[config.mk]
export PLATFORM = sky130hd
export DESIGN_NAME = dispatch_queue
export DESIGN_NICKNAME = d
export VERILOG_FILES = /design/src/rtl/core_pkg.sv /design/src/rtl/dq_storage.sv /design/src/rtl/dispatch_queue.sv
export SDC_FILE = /design/constraint.sdc
export NUM_CORES = 1
export LEC_CHECK = 0
export ABC_AREA = 1
export BUFFER_PORTS_ARGS = -buffer_cell sky130_fd_sc_hd__buf_2
export CORE_MARGIN = 3
export CORE_UTILIZATION = 40
export CTS_CLUSTER_SIZE = 30
export DETAILED_ROUTE_END_ITERATION = 8
export GPL_TIMING_DRIVEN = 0
export PLACE_DENSITY = 0.68
export SKIP_CTS_REPAIR_TIMING = 1
export SLEW_MARGIN = 40
export SYNTH_ARGS = -nofsm -noshare
export SYNTH_HDL_FRONTEND = slang
export SYNTH_SLANG_ARGS = --single-unit
[constraint.sdc]
create_clock -name clk -period 4.6 [get_ports clk]
set_clock_uncertainty 0.2 [all_clocks]
set_input_delay 0.69 -clock clk [delete_from_list [all_inputs] [get_ports clk]]
set_output_delay 0.69 -clock clk [all_outputs]
set_load 0.05 [all_outputs]
[src/rtl/core_pkg.sv]
// Shared core types: dispatch-queue sizing and the uop payload carried from decode
// to the reservation station.
package core_pkg;

  localparam int unsigned RS_ENTRIES = 4;
  localparam int unsigned NUM_FUS    = 2;
  localparam int unsigned DQ_DEPTH   = 8;
  localparam int unsigned DQ_MASK_W  = RS_ENTRIES * NUM_FUS;

  localparam int unsigned OP_W      = 6;
  localparam int unsigned REG_W     = 5;
  localparam int unsigned IMM_W     = 32;
  localparam int unsigned ROB_TAG_W = 6;

  typedef struct packed {
    logic [DQ_MASK_W-1:0] dep_mask;
    logic [OP_W-1:0]      op;
    logic [REG_W-1:0]     rd;
    logic [REG_W-1:0]     rs1;
    logic [REG_W-1:0]     rs2;
    logic [IMM_W-1:0]     imm;
    logic [ROB_TAG_W-1:0] rob_tag;
  } dq_entry_t;

endpackage

[src/rtl/dq_storage.sv]
// Dispatch-queue payload array: one synchronous write port, one asynchronous read port.
// Contents are never reset; the control logic only reads slots it has written.
module dq_storage
  import core_pkg::*;
#(
  parameter int unsigned DEPTH = DQ_DEPTH
) (
  input  logic                     clk,
  input  logic                     we,
  input  logic [$clog2(DEPTH)-1:0] waddr,
  input  dq_entry_t                wdata,
  input  logic [$clog2(DEPTH)-1:0] raddr,
  output dq_entry_t                rdata
);

  dq_entry_t mem_q [DEPTH];

  always_ff @(posedge clk) begin
    if (we) begin
      mem_q[waddr] <= wdata;
    end
  end

  assign rdata = mem_q[raddr];

endmodule

[src/rtl/dispatch_queue.sv]
// In-order dispatch queue between decode and the reservation station: first-word
// fall-through head, flush to empty, and a saturating count of RS-backpressure cycles.
module dispatch_queue
  import core_pkg::*;
#(
  parameter int unsigned DEPTH  = DQ_DEPTH,
  parameter int unsigned MASK_W = RS_ENTRIES * NUM_FUS
) (
  input  logic                       clk,
  input  logic                       rst,
  input  logic                       enq_valid,
  input  dq_entry_t                  enq_entry,
  output logic                       enq_ready,
  output logic                       disp_valid,
  output dq_entry_t                  disp_entry,
  output logic [MASK_W-1:0]          dependency_mask,
  input  logic                       rs_full,
  input  logic                       flush,
  output logic [$clog2(DEPTH):0]     count,
  output logic [31:0]                stall_cycles
);

  localparam int unsigned PTR_W = $clog2(DEPTH);
  localparam int unsigned CNT_W = PTR_W + 1;

  logic [PTR_W-1:0] head_q, head_d;
  logic [PTR_W-1:0] tail_q, tail_d;
  logic [CNT_W-1:0] count_q, count_d;
  logic [31:0]      stall_q, stall_d;

  logic enq_fire;
  logic deq_fire;
  logic wr_en;

  // Ready/valid depend only on registered occupancy: no full- or empty-bypass.
  assign enq_ready  = (count_q < CNT_W'(DEPTH));
  assign disp_valid = (count_q != '0);
  assign enq_fire   = enq_valid && enq_ready;
  assign deq_fire   = disp_valid && !rs_full;
  assign wr_en      = enq_fire && !flush && !rst;

  always_comb begin
    head_d  = head_q;
    tail_d  = tail_q;
    count_d = count_q;
    stall_d = stall_q;

    // Stall accounting is independent of flush so mispredicts don't hide backpressure.
    if (disp_valid && rs_full && (stall_q != '1)) begin
      stall_d = stall_q + 32'd1;
    end

    if (flush) begin
      head_d  = '0;
      tail_d  = '0;
      count_d = '0;
    end else begin
      if (enq_fire) begin
        tail_d = tail_q + PTR_W'(1);
      end
      if (deq_fire) begin
        head_d = head_q + PTR_W'(1);
      end
      count_d = count_q + CNT_W'(enq_fire) - CNT_W'(deq_fire);
    end
  end

  always_ff @(posedge clk) begin
    if (rst) begin
      head_q  <= '0;
      tail_q  <= '0;
      count_q <= '0;
      stall_q <= '0;
    end else begin
      head_q  <= head_d;
      tail_q  <= tail_d;
      count_q <= count_d;
      stall_q <= stall_d;
    end
  end

  dq_storage #(
    .DEPTH(DEPTH)
  ) u_storage (
    .clk  (clk),
    .we   (wr_en),
    .waddr(tail_q),
    .wdata(enq_entry),
    .raddr(head_q),
    .rdata(disp_entry)
  );

  assign dependency_mask = MASK_W'(disp_entry.dep_mask);
  assign count           = count_q;
  assign stall_cycles    = stall_q;

endmodule

==> key figures <==
Timing
  • Final Hold Fails: 0
  • Max Clk Rate: 250 MHz
  • Setup ws final: between 0.5 and 0.6 ns
  • Max Slew Vio Count: 0
  • RSZ-0062 raised after global routing: no
  • Final setup TNS: 0 ns
  • Final period util: between 80 and 90%
  • Tightest Pin Transition: 0.790 ns
  • Worst slew margin: 47.3%
  • Min Tclk post-route: 4.00 ns
  • Final setup fails: 0

Clocking
  • TritonCTS clock tree: built
  • CTS max path bufs: 3
  • Clock-pin transition on the worst setup and hold timing paths: 0.06 ns
  • Num Clock Sinks: 581
  • Number of buffers created by CTS: 58
  • Clock Latency Late Sink: 0.62 ns
  • Root buffer cell: clkbuf_16
  • CTS H-tree lvls: 2

Global routing
  • First-pass GRT wire length: roughly 95 mm
  • Vias in the first global route: around 16000
  • Total GRT Usage: 20.3%
  • Largest net degree at the start of global routing: 18
  • Initial antenna violation count: 16
  • Gr ovfl total: 0

Power and ir drop
  • Seq pwr share: 50.0%
  • Total internal power: 8.77 mW
  • Sw Share: approximately a quarter
  • Combinational share of power: 9.4%
  • Switch Pwr: ~2.9 mW
  • Peak supply drop: 0.352 mV
  • Clk pwr share: 40.6%
  • Cell Pwr Density: 415 nW/um2
  • Static Leak: about 9.9 nW

Layout
  • Most common cell after layout, fill and taps aside: edfxtp_1
  • Area Growth Syn to Fin: 20.2%
  • Layout cell share with drive strength beyond 1: between 15 and 20%
  • Layout Nets: between 2000 and 2500
  • Commonest cells after routing, fill and taps aside: edfxtp_1, nor2_1, nand2_1, buf_2, o21ai_0
  • Fin area: 28100 um2

Setup path
  • Data arrival time of the critical path: 3.11 ns
  • Reg-to-reg startpoint: count[3]$_SDFF_PP0_
  • Critical path, cell by cell: clkbuf_1 > inv_1 > clkbuf_1 > clkbuf_1 > nand2_1 > nand2_1 > buf_2
  • Crit. End Element: primary output
  • Worst Path Required: 3.71 ns
  • CP startpoint kind: register
  • Critical path class: register to primary output
  • Worst Path Buf+Inv: 5
  • Cell mode on critical path: clkbuf_1
  • Max incr delay on CP: 0.60 ns
  • Delay-heaviest family, CP: buffers and inverters
  • CP max-delay cell: clkbuf_1
  • CP max FO: 10

Place
  • DP HPWL: 42.1 mm
  • Instance area at placement: 26100 um2
  • GP Congestion: approximately 0.85
  • I/O Buffers: 184
  • Dpl ws: approximately 1.2 ns

Synthesis
  • Post-Synthesis Cells: around 1900
  • Register area share after synthesis: between 70% and 80%
  • Post-synth cell types: 27
  • Synth warnings: 0
  • Synthesized flop and latch total: 581
  • Avg Cell Area, Syn: ~12 um2
  • Post-synthesis cell area: 23400 um2
  • Total nets after synthesis: between 2000 and 2500

Drt
  • First-iteration detailed-routing DRC count: 1622
  • Via count: 16500
  • # DRC: 0
  • Wire per inst: roughly 21 um
  • Post-DRT Antenna Nets: 0
  • Via density per instance: around 5.4
  • Wirelength, routed: 62.9 mm
  • DRT Pass-1 Iters: 5

Worst hold path
  • Worst Hold Class: input pin to register
  • Worst Hold Launch: rst

Die
  • # IOs: 185
  • Core area: between 50000 and 60000 um2
  • Die area: between 60000 and 70000 um2
  • Initial cell density of the core: 40.9%
  • Die boundary width: 248 um
  • Rows: 87
  • Die H: between 200 and 250 um

Flow run
  • Max Cap Viol: 0

Outcome
  • Status: complete, no violations
==> per-stage QoR <==
stage | instances | utilization, % | total power [mW] | hold slack, ns
after floorplan | 1928 | - | 6.65 | 0.244
after global placement | 2868 | 44.2 | 6.99 | 0.253
after detailed placement | 2906 | 45.8 | 7.03 | 0.280
after CTS | 3015 | 49.2 | 11.7 | 0.0549
after global routing | 3020 | 49.2 | 12.0 | 0.0731
final | 3025 | 49.2 | 11.6 | 0.0864
==> power by group through the flow <==
stage / combinational, mW / sequential (mW) / clock (mW)
after global placement: 1.06 / 5.94 / 0
after CTS: 1.10 / 5.82 / 4.78
final: 1.09 / 5.82 / 4.72
after detailed placement: 1.09 / 5.93 / 0
after global routing: 1.17 / 5.82 / 5.01
after floorplan: 0.693 / 5.95 / 0
==> Yosys cell counts (all sizes together) <==
library cell	count	area (um2)
nand4	11	68.8
o32ai	134	1170
a211oi	1	7.51
fa	1	20.0
inv	42	158
clkbuf	53	199
edfxtp	536	16100
and2	2	12.5
nand2	309	1170
nand3b	1	7.51
xor2	2	17.5
ha	7	87.6
nor3	1	5.00
clkinv	1	5.00
nand3	36	205
o21ai	138	691
a21oi	32	160
buf	67	437
or2	1	6.26
nor2	508	1920
dfxtp	45	901
==> registers in the layout (all words and copies together), names as in the netlist, named ones only <==
register / flops
count: 4
head_q: 3
stall_cycles: 32
tail_q: 3
u_storage.mem_q: 536
==> routing by layer <==
metal | up-vias | track usage, % | share of wire [%]
met5 | - | 0 | 0.091
met4 | 10 | 7.54 | 3.2
met3 | 146 | 4.58 | 8.3
met2 | 696 | 33.8 | 49
met1 | 8133 | 26.0 | 40
li1 | 7488 | - | -
==> final cells by class <==
type,instances,area [um2]
Sequential cell,581,17000
Timing Repair Buffer,222,1750
Inverter,43,163
Fill cell,4938,29000
Tap cell,756,946
Clock buffer,68,1500
Multi-Input combinational cell,1184,5620
Buffer,120,636
Antenna cell,10,25.0
Clock inverter,41,429
==> path summary, 6_finish.rpt <==
path / endpoint / slack [ns] / cells past startpoint
setup reg to reg: u_storage.mem_q[7][62]$_DFFE_PP_ / 1.99 / 8
hold / removal: stall_cycles[0]$_SDFFE_PP0P_ / 0.09 / 2
setup / recovery: disp_entry[36] / 0.60 / 7
hold reg to reg: register / 0.29 / 2
==> cells by family (layout without fill, tap and decap cells) <==
logic type,after synthesis,after routing,share of synthesized area (%)
compound gates,305,305,8.70
xor+xnor,2,2,0.0750
fa+ha+maj,8,8,0.461
buf+inv,163,494,3.42
flops,581,581,72.8
other cells,0,10,0
simple gates,869,869,14.6
Power figures use the tool's default switching activity.
